### config.mk
export PLATFORM = sky130hd
export DESIGN_NAME = clock_bcd_serial_conv_flat
export DESIGN_NICKNAME = d
export VERILOG_FILES = /design/src/rtl/clock_bcd_serial_conv_if.sv /design/src/rtl/clock_bcd_serial_conv.sv /design/src/flat_wrapper.sv
export SDC_FILE = /design/constraint.sdc
export NUM_CORES = 1
export LEC_CHECK = 0
export CORE_MARGIN = 5
export CORE_UTILIZATION = 30
export CTS_BUF_LIST = sky130_fd_sc_hd__clkbuf_8
export CTS_CLUSTER_DIAMETER = 200
export CTS_CLUSTER_SIZE = 20
export DETAILED_ROUTE_END_ITERATION = 8
export SYNTH_ARGS = -nofsm -noshare
export SYNTH_HDL_FRONTEND = slang
export SYNTH_SLANG_ARGS = --single-unit
### constraint.sdc
create_clock -name i_clk -period 4.8 [get_ports i_clk]
set_input_delay 0.96 -clock i_clk [delete_from_list [all_inputs] [get_ports i_clk]]
set_output_delay 0.96 -clock i_clk [all_outputs]
set_load 0.01 [all_outputs]
### src/rtl/clock_bcd_serial_conv_if.sv
// Handshake and data bundle between the time-keeping counters (master)
// and the serial binary-to-BCD converter (slave).
interface clock_bcd_serial_conv_if #(
  parameter int NUM_CH = 3,
  parameter int BIN_W  = 6,
  parameter int DIGITS = 2
);
  logic                         i_start;
  logic                         i_mode_12h;
  logic [NUM_CH*BIN_W-1:0]      i_bin;
  logic                         o_busy;
  logic                         o_valid;
  logic [NUM_CH*DIGITS*4-1:0]   o_bcd;
  logic                         o_pm;
  logic [NUM_CH-1:0]            o_overflow;

  modport master (
    output i_start, i_mode_12h, i_bin,
    input  o_busy, o_valid, o_bcd, o_pm, o_overflow
  );

  modport slave (
    input  i_start, i_mode_12h, i_bin,
    output o_busy, o_valid, o_bcd, o_pm, o_overflow
  );
endinterface

### src/rtl/clock_bcd_serial_conv.sv
// Multi-channel binary-to-BCD converter: one shared shift/add-3 engine walks the
// channels in turn, with optional 12-hour mapping and per-channel saturation.
module clock_bcd_serial_conv #(
  parameter int NUM_CH  = 3,
  parameter int BIN_W   = 6,
  parameter int DIGITS  = 2,
  parameter int HOUR_CH = 2
) (
  input  logic                    i_clk,
  input  logic                    i_reset_n,
  clock_bcd_serial_conv_if.slave  bus
);

  localparam int          IDX_W = (NUM_CH > 1) ? $clog2(NUM_CH) : 1;
  localparam int          CNT_W = (BIN_W > 1) ? $clog2(BIN_W) : 1;
  localparam int          BCD_W = DIGITS * 4;
  localparam logic [31:0] LIMIT = 32'(10 ** DIGITS);

  typedef enum logic [2:0] {
    S_IDLE,
    S_LOAD,
    S_SHIFT,
    S_STORE,
    S_DONE
  } state_t;

  // 0 -> 12, 1..12 unchanged, 13 and above drop by 12 (covers out-of-range hours too)
  function automatic logic [BIN_W-1:0] map_12h(input logic [BIN_W-1:0] raw);
    logic [31:0] v;
    v = 32'(raw);
    if (v == 32'd0)       v = 32'd12;
    else if (v >= 32'd13) v = v - 32'd12;
    return v[BIN_W-1:0];
  endfunction

  // One double-dabble iteration: correct every digit >= 5, then shift in the next bit.
  function automatic logic [BCD_W+BIN_W-1:0] dabble_step(
    input logic [BCD_W-1:0] scratch,
    input logic [BIN_W-1:0] shreg
  );
    logic [BCD_W-1:0]       s;
    logic [BCD_W+BIN_W-1:0] t;
    s = scratch;
    for (int d = 0; d < DIGITS; d++) begin
      if (s[d*4 +: 4] >= 4'd5) s[d*4 +: 4] = s[d*4 +: 4] + 4'd3;
    end
    t = {s, shreg};
    return {t[BCD_W+BIN_W-2:0], 1'b0};
  endfunction

  state_t                   state_q, state_d;
  logic [BIN_W-1:0]         bin_q   [NUM_CH];
  logic [BIN_W-1:0]         bin_d   [NUM_CH];
  logic                     mode_q, mode_d;
  logic [IDX_W-1:0]         idx_q, idx_d;
  logic [CNT_W-1:0]         cnt_q, cnt_d;
  logic [BIN_W-1:0]         val_q, val_d;
  logic [BIN_W-1:0]         shift_q, shift_d;
  logic [BCD_W-1:0]         scratch_q, scratch_d;
  logic [BCD_W-1:0]         bcd_sh_q [NUM_CH];
  logic [BCD_W-1:0]         bcd_sh_d [NUM_CH];
  logic                     pm_sh_q, pm_sh_d;
  logic [NUM_CH-1:0]        ovf_sh_q, ovf_sh_d;
  logic                     busy_q, busy_d;
  logic                     valid_q, valid_d;
  logic [NUM_CH*BCD_W-1:0]  bcd_q, bcd_d;
  logic                     pm_q, pm_d;
  logic [NUM_CH-1:0]        ovf_q, ovf_d;

  logic [BIN_W-1:0]         raw_ch;
  logic [BCD_W-1:0]         nines;
  logic                     is_hour;

  always_comb begin
    // NOTE: every signal written here gets a default first, so no path can infer a latch.
    state_d   = state_q;
    bin_d     = bin_q;
    mode_d    = mode_q;
    idx_d     = idx_q;
    cnt_d     = cnt_q;
    val_d     = val_q;
    shift_d   = shift_q;
    scratch_d = scratch_q;
    bcd_sh_d  = bcd_sh_q;
    pm_sh_d   = pm_sh_q;
    ovf_sh_d  = ovf_sh_q;
    busy_d    = busy_q;
    valid_d   = 1'b0;
    bcd_d     = bcd_q;
    pm_d      = pm_q;
    ovf_d     = ovf_q;
    raw_ch    = bin_q[idx_q];
    is_hour   = (32'(idx_q) == 32'(HOUR_CH));
    nines     = '0;
    for (int d = 0; d < DIGITS; d++) nines[d*4 +: 4] = 4'd9;

    unique case (state_q)
      S_IDLE: begin
        if (bus.i_start) begin
          for (int c = 0; c < NUM_CH; c++) bin_d[c] = bus.i_bin[c*BIN_W +: BIN_W];
          mode_d  = bus.i_mode_12h;
          idx_d   = '0;
          pm_sh_d = 1'b0;
          busy_d  = 1'b1;
          state_d = S_LOAD;
        end
      end

      S_LOAD: begin
        if (mode_q && is_hour) begin
          val_d   = map_12h(raw_ch);
          shift_d = map_12h(raw_ch);
          pm_sh_d = (32'(raw_ch) >= 32'd12);
        end else begin
          val_d   = raw_ch;
          shift_d = raw_ch;
        end
        scratch_d = '0;
        cnt_d     = '0;
        state_d   = S_SHIFT;
      end

      S_SHIFT: begin
        {scratch_d, shift_d} = dabble_step(scratch_q, shift_q);
        cnt_d = cnt_q + CNT_W'(1);
        if (cnt_q == CNT_W'(BIN_W - 1)) state_d = S_STORE;
      end

      S_STORE: begin
        // Truncated digits would be wrong above the display range, so saturate instead.
        if (32'(val_q) >= LIMIT) begin
          bcd_sh_d[idx_q] = nines;
          ovf_sh_d[idx_q] = 1'b1;
        end else begin
          bcd_sh_d[idx_q] = scratch_q;
          ovf_sh_d[idx_q] = 1'b0;
        end
        if (idx_q == IDX_W'(NUM_CH - 1)) begin
          state_d = S_DONE;
        end else begin
          idx_d   = idx_q + IDX_W'(1);
          state_d = S_LOAD;
        end
      end

      S_DONE: begin
        for (int c = 0; c < NUM_CH; c++) bcd_d[c*BCD_W +: BCD_W] = bcd_sh_q[c];
        pm_d    = pm_sh_q;
        ovf_d   = ovf_sh_q;
        valid_d = 1'b1;
        busy_d  = 1'b0;
        state_d = S_IDLE;
      end

      default: state_d = S_IDLE;
    endcase
  end

  always_ff @(posedge i_clk or negedge i_reset_n) begin
    if (!i_reset_n) begin
      // NOTE: the small channel arrays are plain registers, so they reset like any other flop.
      state_q   <= S_IDLE;
      bin_q     <= '{default: '0};
      mode_q    <= 1'b0;
      idx_q     <= '0;
      cnt_q     <= '0;
      val_q     <= '0;
      shift_q   <= '0;
      scratch_q <= '0;
      bcd_sh_q  <= '{default: '0};
      pm_sh_q   <= 1'b0;
      ovf_sh_q  <= '0;
      busy_q    <= 1'b0;
      valid_q   <= 1'b0;
      bcd_q     <= '0;
      pm_q      <= 1'b0;
      ovf_q     <= '0;
    end else begin
      // NOTE: non-blocking assignments so every flop samples the pre-edge value of the others.
      state_q   <= state_d;
      bin_q     <= bin_d;
      mode_q    <= mode_d;
      idx_q     <= idx_d;
      cnt_q     <= cnt_d;
      val_q     <= val_d;
      shift_q   <= shift_d;
      scratch_q <= scratch_d;
      bcd_sh_q  <= bcd_sh_d;
      pm_sh_q   <= pm_sh_d;
      ovf_sh_q  <= ovf_sh_d;
      busy_q    <= busy_d;
      valid_q   <= valid_d;
      bcd_q     <= bcd_d;
      pm_q      <= pm_d;
      ovf_q     <= ovf_d;
    end
  end

  assign bus.o_busy     = busy_q;
  assign bus.o_valid    = valid_q;
  assign bus.o_bcd      = bcd_q;
  assign bus.o_pm       = pm_q;
  assign bus.o_overflow = ovf_q;

endmodule

### src/flat_wrapper.sv
// flat-port wrapper written by rule: the top's interface ports become plain ports
module clock_bcd_serial_conv_flat 
#(
  parameter int NUM_CH  = 3,
  parameter int BIN_W   = 6,
  parameter int DIGITS  = 2,
  parameter int HOUR_CH = 2
)
  (i_clk, i_reset_n, bus_i_start, bus_i_mode_12h, bus_i_bin, bus_o_busy, bus_o_valid, bus_o_bcd, bus_o_pm, bus_o_overflow);
  clock_bcd_serial_conv_if #(.NUM_CH(NUM_CH), .BIN_W(BIN_W), .DIGITS(DIGITS)) bus_i ();
  input  logic i_clk;
  input  logic i_reset_n;
  input wire logic [$bits(bus_i.i_start)-1:0] bus_i_start;
  input wire logic [$bits(bus_i.i_mode_12h)-1:0] bus_i_mode_12h;
  input wire logic [$bits(bus_i.i_bin)-1:0] bus_i_bin;
  output wire logic [$bits(bus_i.o_busy)-1:0] bus_o_busy;
  output wire logic [$bits(bus_i.o_valid)-1:0] bus_o_valid;
  output wire logic [$bits(bus_i.o_bcd)-1:0] bus_o_bcd;
  output wire logic [$bits(bus_i.o_pm)-1:0] bus_o_pm;
  output wire logic [$bits(bus_i.o_overflow)-1:0] bus_o_overflow;
  assign bus_i.i_start = bus_i_start;
  assign bus_i.i_mode_12h = bus_i_mode_12h;
  assign bus_i.i_bin = bus_i_bin;
  assign bus_o_busy = bus_i.o_busy;
  assign bus_o_valid = bus_i.o_valid;
  assign bus_o_bcd = bus_i.o_bcd;
  assign bus_o_pm = bus_i.o_pm;
  assign bus_o_overflow = bus_i.o_overflow;
  clock_bcd_serial_conv #(.NUM_CH(NUM_CH), .BIN_W(BIN_W), .DIGITS(DIGITS), .HOUR_CH(HOUR_CH)) u_core (.i_clk(i_clk), .i_reset_n(i_reset_n), .bus(bus_i));
endmodule
==> results.txt <==
Clock Tree Root: clkbuf_8
Grt ovf: 0
CP startpoint: u_core.idx_q[1]
CP Class: flop to flop
Antenna-violating nets left: 0
Pint: 1.74 mW
Drt drc: 0
RD Place Congestion: 0.841
Synth cell types: 44
F_max: 390 MHz
First-pass GRT wire length: 14.3 mm
Post-synth EDFFs: 0
Switch Pwr: 0.981 mW
Switching Share: 36.1%
Setup WS post-layout: 2.23 ns
Worst setup path end: u_core.shift_q[3]
Worst reg2reg path endpoint: u_core.shift_q[3]
PostCTS Resize Cnt: 0
HPWL after DPL: 5.96 mm
# H-tree levels: 3
Core Area: 14000 sq um
Port Buf Inserts: 51
Chip width: 130 um
Setup Fix Bufs, Post-CTS: 0
Post-Syn Area per Cell: 12.7 sq um
Dpl cells: 557
# fillers: 1376
Synth warn: 0
Final Net Count: 422
Clock Sinks: 99
Main synth FF type: dfrtp_1
HP Class: flop to flop
WL/cell: 14.6 um
R2R depth: 9
Min Tclk post-route: 2.57 ns
Crit path cell chain: and2b_4 -> nand2_1 -> o21ai_0 -> ha_1 -> a31oi_1 -> a221oi_4 -> a31oi_4 -> mux2i_1 -> a21oi_1
Required time worst endpoint: 5.05 ns
Final setup fails: 0
Iter 0 DRT Violations: 135
R2R Path Start: u_core.idx_q[1]
Setup TNS Final: 0 ns
Share of cells above drive strength 1: 21.4%
Mapped Cells: 339
Die ar.: 16800 sq um
CTS clk-pin slew, worst paths: 0.09 ns
Crit end category: flop
Largest cells by area after synthesis: dfrtp_1 (58%), mux2_2 (14%), ha_1 (3.5%)
Most frequent cells after synthesis: dfrtp_1 (99), mux2_2 (55), nand2_1 (34)
Max-slew headroom at the worst pin: 42.4%
Worst vdd ir: 0.000271 V
Synth top area share: 57.6%
Tcrit/Tclk final: 53.5%
Final Core Density: 36.9%
Sequential Power Share: 45.7%
Maximum Capacitance Violations: 0
Initial Utilization: 30.7%
Std cell rows: 43
Pre-CTS WS: 1.98 ns
Pwr dens: 527 nW/um^2
Clock skew: 0.0109 ns
RSZ-0062 raised after global routing: no
CTS tree: yes
Logic gate share of total power: 34.9%
Die height: 130 um
Pin count of the biggest net entering global routing: 53
Top-count cell post-synth: dfrtp_1
Vias in the first global route: 2912
Antenna violations before repair: 0
Worst Path Arrival: 2.82 ns
Status: completed
CP startpoint kind: flop
Num CTS Buffers: 9
Diodes inserted: 0
Area grow syn2layout: 20.0%
Final Hold Fails: 0
Ys async rst share: 100%
Vias per Instance: 4.74
Seq cells post-synth: 99
DRT Pass-1 Iters: 4
Max-slew violations: 0
Vias: 2712
Clk pwr share: 19.4%
Setup slack, reg-to-reg: 2.23 ns
Synth area leader: dfrtp_1
GRT Util Overall: 10.7%
Crit-path max cell delay: 0.68 ns
Crit path max-delay cell type: dfrtp_1
Syn Nets: 373
Clock buffer depth: 2
Hold buffers post-CTS: 0
Worst-Margin Slew: 0.864 ns
Ports: 52
Final WL: 8.36 mm
Power Total: 2.72 mW
Seq/Total Area, Yosys: 57.6%
P_leak: 2.33 nW
Crit-path max FO: 11
Clock latency on the worst-skew pair: 0.38 ns
Post-Syn Area: 4300 sq um
Post-Layout Cell Count: 572
## worst max-delay path, delay by kind of cell, from the launching register on
| family | cells | cell delay, ns |
|---|---|---|
| compound gates | 5 | 0.89 |
| mux | 1 | 0.21 |
| simple gates | 2 | 0.35 |
| fa+ha+maj | 1 | 0.31 |
| flops | 1 | 0.68 |
## power by group through the flow
stage	Combinational, mW	Sequential [mW]	Clock, mW
final	0.950	1.24	0.528
after global routing	1.08	1.28	0.580
after CTS	0.962	1.24	0.551
after detailed placement	0.955	1.26	0
after global placement	0.929	1.25	0
after floorplan	0.780	1.20	0
## layer usage
metal	global-route usage, %	share of wire [%]	up-vias
met5	0	0	-
met4	3.79	1.6	0
met3	3.48	5.0	10
met2	16.6	47	53
met1	14.2	46	1354
li1	-	-	1295
## stage by stage
step	hold WS [ns]	instance area, sq um
3_5_place_dp	0.472	4970
5_1_grt	0.508	5160
2_1_floorplan	0.444	4300
6_report	0.486	5160
3_3_place_gp	0.463	4970
4_1_cts	0.495	5160
## final cells by class
cell class	count	area, sq um	area share [%]
well taps	180	225	4.36
flip-flops and latches	99	2480	48.0
repair buffers	52	515	9.99
clock buffers	9	124	2.40
clock inverters	6	66.3	1.29
inverters	15	58.8	1.14
multi-input cells	211	1690	32.8
## state kept, by name, summed over array words and instances (netlist names)
register	cells
u_core.bcd_sh_q	24
u_core.bus.o_bcd	24
u_core.bin_q	18
u_core.scratch_q	8
u_core.shift_q	6
u_core.bus.o_overflow	3
u_core.cnt_q	3
u_core.ovf_sh_q	3
u_core.state_q	3
u_core.idx_q	2
u_core.bus.o_busy	1
u_core.bus.o_pm	1
u_core.bus.o_valid	1
u_core.mode_q	1
u_core.pm_sh_q	1
## logic make-up (layout without fill, tap and decap cells)
family,after synthesis,count (layout),synth area share [%]
flops,99,99,57.6
mux,67,67,17.7
compound gates,66,66,10.8
simple gates,62,62,6.60
buf+inv,29,82,3.03
fa+ha+maj,12,12,3.49
xor+xnor,4,4,0.815
## cells in the final DEF (no fill, tap or decap), types with 3 or more instances in the layout
cell,instances
mux2_1,4
and3_1,3
nand3_1,4
nand2b_1,3
a21oi_1,13
mux2i_1,5
a32o_1,3
o21ai_0,26
mux2_4,3
ha_1,12
o22ai_1,7
mux2_2,55
clkdlybuf4s50_1,50
nand2_1,34
dfrtp_1,99
nor2_1,9
inv_1,14
xnor2_1,3
and2_1,3
clkbuf_8,9
## how the worst min path moves through the flow
stage                        startpoint                   to  cells past startpoint
floorplan           u_core.bcd_sh_q[12]  u_core.bcd_sh_q[12]                      2
global placement     u_core.bcd_sh_q[0]   u_core.bcd_sh_q[0]                      2
detailed placement  u_core.bcd_sh_q[13]  u_core.bcd_sh_q[13]                      2
CTS                 u_core.bcd_sh_q[13]  u_core.bcd_sh_q[13]                      2
global route         u_core.ovf_sh_q[0]   u_core.ovf_sh_q[0]                      1
finish               u_core.bcd_sh_q[0]   u_core.bcd_sh_q[0]                      2
Note: power is estimated with default switching activity, not from simulation.
==> RTL change (same settings) <==
`DIGITS` is set to 2 in 3 places; all go to 1.
--- a/src/rtl/clock_bcd_serial_conv_if.sv
+++ b/src/rtl/clock_bcd_serial_conv_if.sv
@@ -3,7 +3,7 @@
 interface clock_bcd_serial_conv_if #(
   parameter int NUM_CH = 3,
   parameter int BIN_W  = 6,
-  parameter int DIGITS = 2
+  parameter int DIGITS = 1
 );
   logic                         i_start;
   logic                         i_mode_12h;
--- a/src/rtl/clock_bcd_serial_conv.sv
+++ b/src/rtl/clock_bcd_serial_conv.sv
@@ -3,7 +3,7 @@
 module clock_bcd_serial_conv #(
   parameter int NUM_CH  = 3,
   parameter int BIN_W   = 6,
-  parameter int DIGITS  = 2,
+  parameter int DIGITS  = 1,
   parameter int HOUR_CH = 2
 ) (
   input  logic                    i_clk,
--- a/src/flat_wrapper.sv
+++ b/src/flat_wrapper.sv
@@ -3,7 +3,7 @@
 #(
   parameter int NUM_CH  = 3,
   parameter int BIN_W   = 6,
-  parameter int DIGITS  = 2,
+  parameter int DIGITS  = 1,
   parameter int HOUR_CH = 2
 )
   (i_clk, i_reset_n, bus_i_start, bus_i_mode_12h, bus_i_bin, bus_o_busy, bus_o_valid, bus_o_bcd, bus_o_pm, bus_o_overflow);
Interface: changed (resized bus_o_bcd); port bits go from 52 to 40. No check against the original RTL was run, so the function may have changed too.
==> RTL change against the original RTL <==
  * Critical path depth decreased by 1
  * Sequential cell count decreased by 23
  * Area after synthesis decreased by 17%
  * Die area decreased by 16%
  * Final area decreased by 17%
  * Worst setup slack improved by 0.020 ns
  * Routed wire length decreased by 14%
  * Power decreased by 4.7%
  * Largest power group unchanged
  * Highest routed layer unchanged
==> RTL change: results <==
set metrics [dict create \
    ir_worst_vdd_v 0.0002403 \
    routedWlPerCell_microns 13.94 \
    grt_pass1_wl_mm 12.50 \
    largest_reg_flops 18 \
    max_slew_margin_pct 36.76 \
    p_seq_share_pct 41.8 \
    clock_latency_ns 0.36 \
    synth_common_cells "76 x dfrtp_1, 39 x nand2_1, 25 x o21ai_0" \
    routed_wl_mm 7.181 \
    pre_cts_ws_ns 2.265 \
    synth_cell_types 45 \
    grt_max_degree 77 \
    drive_gt1_share_pct 10.75 \
    drt_iter0_markers 154 \
    timing.rr.start "u_core.idx_q[1]" \
    fin_skew_ns 0.01152 \
    clkPwrFrac_pct 19.2 \
    globalplace.congestion 0.8046 \
    dp.cells 499 \
    total_power_w 0.002593 \
    critPathMaxFanout 12 \
    hold_viol 0 \
    io_buffers 39 \
    p_per_area_nw_per_um2 603.6 \
    grt_pass1_vias 2573 \
    swShare_pct 38.52 \
    cp.arrival_ns 2.78 \
    synth_fp_nets 361 \
    power_leakage_nw 1.865 \
    fill_cells 1153 \
    hold_path_depth 2 \
    nets 399 \
    placed_cell_area_sq_um 4095 \
    status "completed" \
    worstHoldStart "u_core.bcd_sh_q[9]" \
    seq_area_frac_synth_pct 53.33 \
    yosysWarnings 0 \
    first_pass_iters 4 \
    synthCells 329 \
    synthTopCellsByArea "dfrtp_1 53%, mux2_1 7.6%, nand2_1 4.1%, ha_1 3.5%, o21ai_0 3.5%" \
    reg2regPathDepth 8 \
    cts-root-buf "clkbuf_8" \
    cts.htree.levels 3 \
]
RTL change: changes by cell type in the layout (fill, tap and decap cells not counted), moves of 4 or more:
| cell | change |
|---|---|
| mux2_2 | -44 |
| dfrtp_1 | -23 |
| mux2_1 | +20 |
| clkdlybuf4s50_1 | -12 |
| o21ai_1 | +11 |
| nor2_1 | +10 |
| nor2b_1 | +6 |
| nand2_1 | +5 |
| o211ai_1 | +4 |
RTL change: final timing paths:
check | end | slack [ns]
setup / recovery | u_core.val_q[3] | 2.25
hold / removal | u_core.bcd_sh_q[9] | 0.48
setup reg to reg | u_core.val_q[3] | 2.25
hold reg to reg | u_core.bcd_sh_q[9] | 0.48
max in group asynchronous | u_core.bin_q[6] | 3.43
min in group asynchronous | u_core.bus.o_overflow[2] | 0.74
RTL change: metal layers:
metal / track usage [%] / share of wire (%) / vias up
li1: - / - / 1234
met1: 13.77 / 46 / 1198
met2: 17.48 / 47 / 61
met4: 3.476 / 1.2 / 0
met5: 0 / 0 / -
met3: 4.076 / 5.6 / 9
RTL change: cell families (layout without fill, tap and decap cells):
group                      after synthesis  count (layout)  synth area share (%)
xor gates and xnor gates                 2               2                0.4913
AOI/OAI and AO/OA                       81              81                 14.21
buffers and inverters                   28              71                 3.333
DFF                                     76              76                 53.33
adders and majority gates               10              10                 3.509
muxes                                   42              42                 13.47
and+or+nand+nor                         90              90                 11.65
RTL change: worst reg2reg max path: cells and delay by family, from the launching register on:
kind	cells	cell delay [ns]
flip-flops	1	0.68
AO/OA/AOI/OAI	5	0.81
AND/OR/NAND/NOR	2	0.64
adder cells (fa/ha/maj)	1	0.30
RTL change: final cells by class:
cell class	instances	area share (%)
well taps	143	4.165
repair buffers	42	9.554
clock buffers	10	3.204
inverters	13	1.136
flip-flops and latches	76	44.28
multi-input cells	225	36.21
clock inverters	6	1.456
